## config.mk

```make
export PLATFORM = sky130hd
export DESIGN_NAME = uart_alu_if_flat
export DESIGN_NICKNAME = d
export VERILOG_FILES = /design/src/rtl/uart_alu_if_if.sv /design/src/rtl/uart_alu_if.sv /design/src/flat_wrapper.sv
export SDC_FILE = /design/constraint.sdc
export NUM_CORES = 1
export LEC_CHECK = 0
export CORE_MARGIN = 2
export CORE_UTILIZATION = 40
export DETAILED_ROUTE_END_ITERATION = 7
export PLACE_DENSITY = 0.72
export SYNTH_ARGS = -nofsm -noshare
export SYNTH_HDL_FRONTEND = slang
export SYNTH_SLANG_ARGS = --single-unit
```

## constraint.sdc

```tcl
create_clock -name clk -period 3.8 [get_ports clk]
set_input_delay 0.38 -clock clk [delete_from_list [all_inputs] [get_ports clk]]
set_output_delay 0.38 -clock clk [all_outputs]
set_load 0.01 [all_outputs]
```

## src/rtl/uart_alu_if_if.sv

```systemverilog
// Bundle of the rx FIFO, tx FIFO and ALU signals seen by the uart/ALU client.
// The master side is the client; the slave side is the uart block plus the ALU.
interface uart_alu_if_if #(
  parameter int DBIT    = 8,
  parameter int OP_BITS = 6
);
  logic                rx_empty;
  logic [DBIT-1:0]     r_data;
  logic                rd_uart;
  logic                tx_full;
  logic                wr_uart;
  logic [DBIT-1:0]     w_data;
  logic [DBIT-1:0]     alu_a;
  logic [DBIT-1:0]     alu_b;
  logic [OP_BITS-1:0]  alu_op;
  logic [DBIT-1:0]     alu_result;
  logic                frame_done;

  modport master (
    input  rx_empty, r_data, tx_full, alu_result,
    output rd_uart, wr_uart, w_data, alu_a, alu_b, alu_op, frame_done
  );

  modport slave (
    output rx_empty, r_data, tx_full, alu_result,
    input  rd_uart, wr_uart, w_data, alu_a, alu_b, alu_op, frame_done
  );
endinterface

```

## src/rtl/uart_alu_if.sv

```systemverilog
// Uart client: pops A, B, OP from the rx FIFO, drives the ALU, and pushes the
// registered result into the tx FIFO before waiting for the next frame.
module uart_alu_if #(
  parameter int DBIT    = 8,
  parameter int OP_BITS = 6
) (
  input  logic          clk,
  input  logic          reset,
  uart_alu_if_if.master bus
);

  typedef enum logic [2:0] {
    GET_A  = 3'd0,
    GET_B  = 3'd1,
    GET_OP = 3'd2,
    EXEC   = 3'd3,
    SEND   = 3'd4
  } state_t;

  state_t              state_r;
  logic [DBIT-1:0]     alu_a_r;
  logic [DBIT-1:0]     alu_b_r;
  logic [OP_BITS-1:0]  alu_op_r;
  logic [DBIT-1:0]     w_data_r;
  logic                rd_s;
  logic                wr_s;

  // FIFO strobes follow the flags in the same cycle so no byte or slot is lost
  always_comb begin
    rd_s = 1'b0;
    wr_s = 1'b0;
    if (reset) begin
      rd_s = 1'b0;
      wr_s = 1'b0;
    end else begin
      case (state_r)
        GET_A, GET_B, GET_OP: rd_s = ~bus.rx_empty;
        SEND:                 wr_s = ~bus.tx_full;
        default: begin
          rd_s = 1'b0;
          wr_s = 1'b0;
        end
      endcase
    end
  end

  // Frame sequencer: operand capture, result capture and tx hand-off
  always_ff @(posedge clk) begin
    if (reset) begin
      state_r  <= GET_A;
      alu_a_r  <= {DBIT{1'b0}};
      alu_b_r  <= {DBIT{1'b0}};
      alu_op_r <= {OP_BITS{1'b0}};
      w_data_r <= {DBIT{1'b0}};
    end else begin
      case (state_r)
        GET_A: begin
          if (!bus.rx_empty) begin
            alu_a_r <= bus.r_data;
            state_r <= GET_B;
          end
        end
        GET_B: begin
          if (!bus.rx_empty) begin
            alu_b_r <= bus.r_data;
            state_r <= GET_OP;
          end
        end
        GET_OP: begin
          // only the low opcode bits are meaningful to the ALU
          if (!bus.rx_empty) begin
            alu_op_r <= bus.r_data[OP_BITS-1:0];
            state_r  <= EXEC;
          end
        end
        EXEC: begin
          w_data_r <= bus.alu_result;
          state_r  <= SEND;
        end
        SEND: begin
          if (!bus.tx_full) begin
            state_r <= GET_A;
          end
        end
        default: state_r <= GET_A;
      endcase
    end
  end

  assign bus.rd_uart    = rd_s;
  assign bus.wr_uart    = wr_s;
  assign bus.frame_done = wr_s;
  assign bus.w_data     = w_data_r;
  assign bus.alu_a      = alu_a_r;
  assign bus.alu_b      = alu_b_r;
  assign bus.alu_op     = alu_op_r;

endmodule

```

## src/flat_wrapper.sv

```systemverilog
// flat-port wrapper written by rule: the top's interface ports become plain ports
module uart_alu_if_flat 
#(
  parameter int DBIT    = 8,
  parameter int OP_BITS = 6
)
  (clk, reset, bus_rx_empty, bus_r_data, bus_tx_full, bus_alu_result, bus_rd_uart, bus_wr_uart, bus_w_data, bus_alu_a, bus_alu_b, bus_alu_op, bus_frame_done);
  uart_alu_if_if #(.DBIT(DBIT), .OP_BITS(OP_BITS)) bus_i ();
  input  logic clk;
  input  logic reset;
  input wire logic [$bits(bus_i.rx_empty)-1:0] bus_rx_empty;
  input wire logic [$bits(bus_i.r_data)-1:0] bus_r_data;
  input wire logic [$bits(bus_i.tx_full)-1:0] bus_tx_full;
  input wire logic [$bits(bus_i.alu_result)-1:0] bus_alu_result;
  output wire logic [$bits(bus_i.rd_uart)-1:0] bus_rd_uart;
  output wire logic [$bits(bus_i.wr_uart)-1:0] bus_wr_uart;
  output wire logic [$bits(bus_i.w_data)-1:0] bus_w_data;
  output wire logic [$bits(bus_i.alu_a)-1:0] bus_alu_a;
  output wire logic [$bits(bus_i.alu_b)-1:0] bus_alu_b;
  output wire logic [$bits(bus_i.alu_op)-1:0] bus_alu_op;
  output wire logic [$bits(bus_i.frame_done)-1:0] bus_frame_done;
  assign bus_i.rx_empty = bus_rx_empty;
  assign bus_i.r_data = bus_r_data;
  assign bus_i.tx_full = bus_tx_full;
  assign bus_i.alu_result = bus_alu_result;
  assign bus_rd_uart = bus_i.rd_uart;
  assign bus_wr_uart = bus_i.wr_uart;
  assign bus_w_data = bus_i.w_data;
  assign bus_alu_a = bus_i.alu_a;
  assign bus_alu_b = bus_i.alu_b;
  assign bus_alu_op = bus_i.alu_op;
  assign bus_frame_done = bus_i.frame_done;
  uart_alu_if #(.DBIT(DBIT), .OP_BITS(OP_BITS)) u_core (.clk(clk), .reset(reset), .bus(bus_i));
endmodule
```

==> impl_results.md <==
* Status: finished, final reports clean
* Clk buf depth at 2
* Antenna violations before repair at 0
* Seq/Total Area, Yosys at 43.6%
* GRT Util Overall at 15.1%
* Via/cell ratio at 4.73
* Mapped Cells at 137
* Nets at 205
* Psw at 0.165 mW
* Peak VDD IR at 0.000176 V
* Fraction of layout cells with a size suffix above 1 at 11.8%
* Fin. Hold Viols at 0
* Die Ht at 65.5 um
* Syn_area_per_cell at 11.1 um2
* Postcts setup bufs at 0
* Clock network power share at 34.0%
* Netlist Area Pre-Place at 1520 um2
* Worst hold-check path type: register to register
* Reg area at 661 um2
* Filler cells at 326
* Sw Ratio at 22.9%
* Global-route wire length before repair at 4950 um
* Reg2Reg Launch Point: u_core.state_r[0]$_SDFFE_PP0P_
* Clk_skew at 0.00126 ns
* Element type at the critical path end: primary output
* Reg-to-reg endpoint: u_core.bus.alu_b[3]$_SDFFE_PP0P_
* I/O Buffers at 52
* Total of max-cap violations at 0
* Initial Utilization at 41.4%
* Drt first pass iters at 4
* Final setup TNS at 0 ns
* Worst Path Required at 3.42 ns
* Final ANT Viol Nets at 0
* Area leader, netlist: dfxtp_1
* Combinational share of power at 14.5%
* Vias at 1106
* Vias in the first global route at 1077
* Worst R2R Path Depth at 2
* Max Clk Rate at 402 MHz
* CTS tree: built
* Syn. warnings at 0
* Design area at 2100 um2
* Core ar. at 3660 um2
* Slew margin rel. at 53.6%
* Crit Path Max Fanout at 22
* Largest net degree at the start of global routing at 31
* Die ar. at 4300 um2
* Leakage at 0.771 nW
* Worst slew pin tran at 0.693 ns
* Ant diodes at 0
* Worst slack, placed at 1.31 ns
* Worst Hold Launch: u_core.bus.w_data[7]$_SDFFE_PP0N_
* Crit path arrival time at 2.11 ns
* RSZ-0062 raised after global routing: no
* CTS Root Buffer Type: clkbuf_8
* Post-CTS sizing at 0
* Post-DP HPWL at 2210 um
* Placed Area at 2020 um2
* Area of the multi-input gates at 773 um2
* Final setup viols at 0
* Ports at 53
* Iter 0 DRT Violations at 64
* Die width at 65.5 um
* Post-route DRC violation count at 0
* # rows at 22
* Area Overhead vs Synth at 38.7%
* Hold Buf Count CTS at 0
* Wire per inst at 13.2 um
* Yosys top cell area share at 43.6%
* Final Cycle Share at 65.5%
* Worst setup path startpoint: reset
* Crit start category: primary input
* Num CTS Buffers at 5
* Flops & latches, synth at 33
* Pint at 0.555 mW
* Worst setup margin at 1.31 ns
* Min-Delay Path Depth at 2
* Cell Pwr Density at 342 nW/um2
* Crit Path Category: primary input to primary output
* Synth area leaders: dfxtp_1 (44%), mux2i_1 (20%), nand2b_1 (14%)
* H-tree Lvls at 2
* Period minus WS final at 2.49 ns
* Routability cong. at 0.716
* Hold path endpoint: u_core.bus.w_data[7]$_SDFFE_PP0N_
* Clk sinks at 33
* GRT overflow at 0
* FF-to-FF setup slack at 2.26 ns
* Total nets after synthesis at 157
* Final wirelength at 3090 um
* Clk_lat worst skew at 0.27 ns
* Count of cell types in the netlist at 23
* Slew Limit Fails at 0
* Clk slew on worst S/H paths at 0.06 ns
* Seq pwr share at 51.5%
## layer usage
metal,GRT usage [%],share of wire (%),vias up
met2,22.7,43,43
met5,0,0,-
met4,5.47,1.1,0
li1,-,-,552
met1,20.2,49,508
met3,4.97,7.7,3
## critical path, stage by stage
cell and delay, ns:
clkdlybuf4s50_1 0.70, nor4_1 0.42, clkdlybuf4s50_1 0.60
## how the worst max path moves through the flow
stage,end,slack [ns],cells past startpoint
floorplan,bus_wr_uart,2.06,4
global placement,bus_frame_done,1.37,3
detailed placement,bus_frame_done,1.31,3
CTS,bus_frame_done,1.31,3
global route,bus_wr_uart,1.12,3
finish,bus_frame_done,1.31,3
## final cells by class
cell class	instances	area share, %
Multi-Input combinational cell	92	36.8
Sequential cell	33	31.4
Tap cell	48	2.86
Timing Repair Buffer	53	25.1
Clock buffer	8	3.81
## logic make-up after synthesis
| family | count (synthesis) | share of synthesized area [%] |
|---|---|---|
| simple gates | 58 | 29.0 |
| buf+inv | 12 | 5.37 |
| flops | 33 | 43.6 |
| mux | 30 | 19.8 |
| compound gates | 4 | 2.23 |
## sequential cells by signal (all words and copies together) (netlist names)
signal and count:
u_core.bus.w_data 8, u_core.bus.alu_a 8, u_core.state_r 3, u_core.bus.alu_op 6, u_core.bus.alu_b 8
## power groups by stage
stage	Clock (mW)	Combinational (mW)	Sequential, mW
after floorplan	0	0.0532	0.379
final	0.245	0.104	0.371
after detailed placement	0	0.105	0.378
after global routing	0.273	0.111	0.372
after global placement	0	0.103	0.377
after CTS	0.251	0.105	0.370
## synth_stat cells
master      n
nand3b_1    1
nand2b_2    3
a2111oi_0   1
buf_4       1
or2b_1      1
nand2b_1   35
or2b_2      9
a211oi_1    2
dfxtp_1    33
or4b_1      1
nor4_1      1
or3b_1      1
buf_6       4
buf_2       2
nor4b_4     1
nor4bb_1    1
mux2i_1    30
or4_4       1
nor4b_2     1
clkbuf_1    5
o21ba_2     1
or2_0       1
and3b_1     1
## placed cells by master, fill, tap and decap left out
cell type        Yosys  final
clkdlybuf4s50_1      0     52
nand2b_1            35     35
dfxtp_1             33     33
mux2i_1             30     30
or2b_2               9      9
clkbuf_8             0      5
nand2b_2             3      3
clkbuf_1             5      3
a211oi_1             2      2
nor4_1               1      1
a2111oi_0            1      1
and3b_1              1      1
nor4b_4              1      1
nor4bb_1             1      1
o21ba_2              1      1
nor4b_2              1      1
or4b_1               1      1
or4_4                1      1
or2b_1               1      1
or3b_1               1      1
nand3b_1             1      1
or2_0                1      1
buf_4                1      1
## metrics by stage
step,util [%],total power [mW],cells,hold WS (ns)
after global placement,55.2,0.480,226,0.458
after global routing,57.4,0.756,234,0.488
after CTS,57.4,0.727,234,0.478
final,57.4,0.719,234,0.474
after detailed placement,55.2,0.482,226,0.465
after floorplan,-,0.432,137,0.493
No activity file was read; power rests on OpenSTA's default activity.
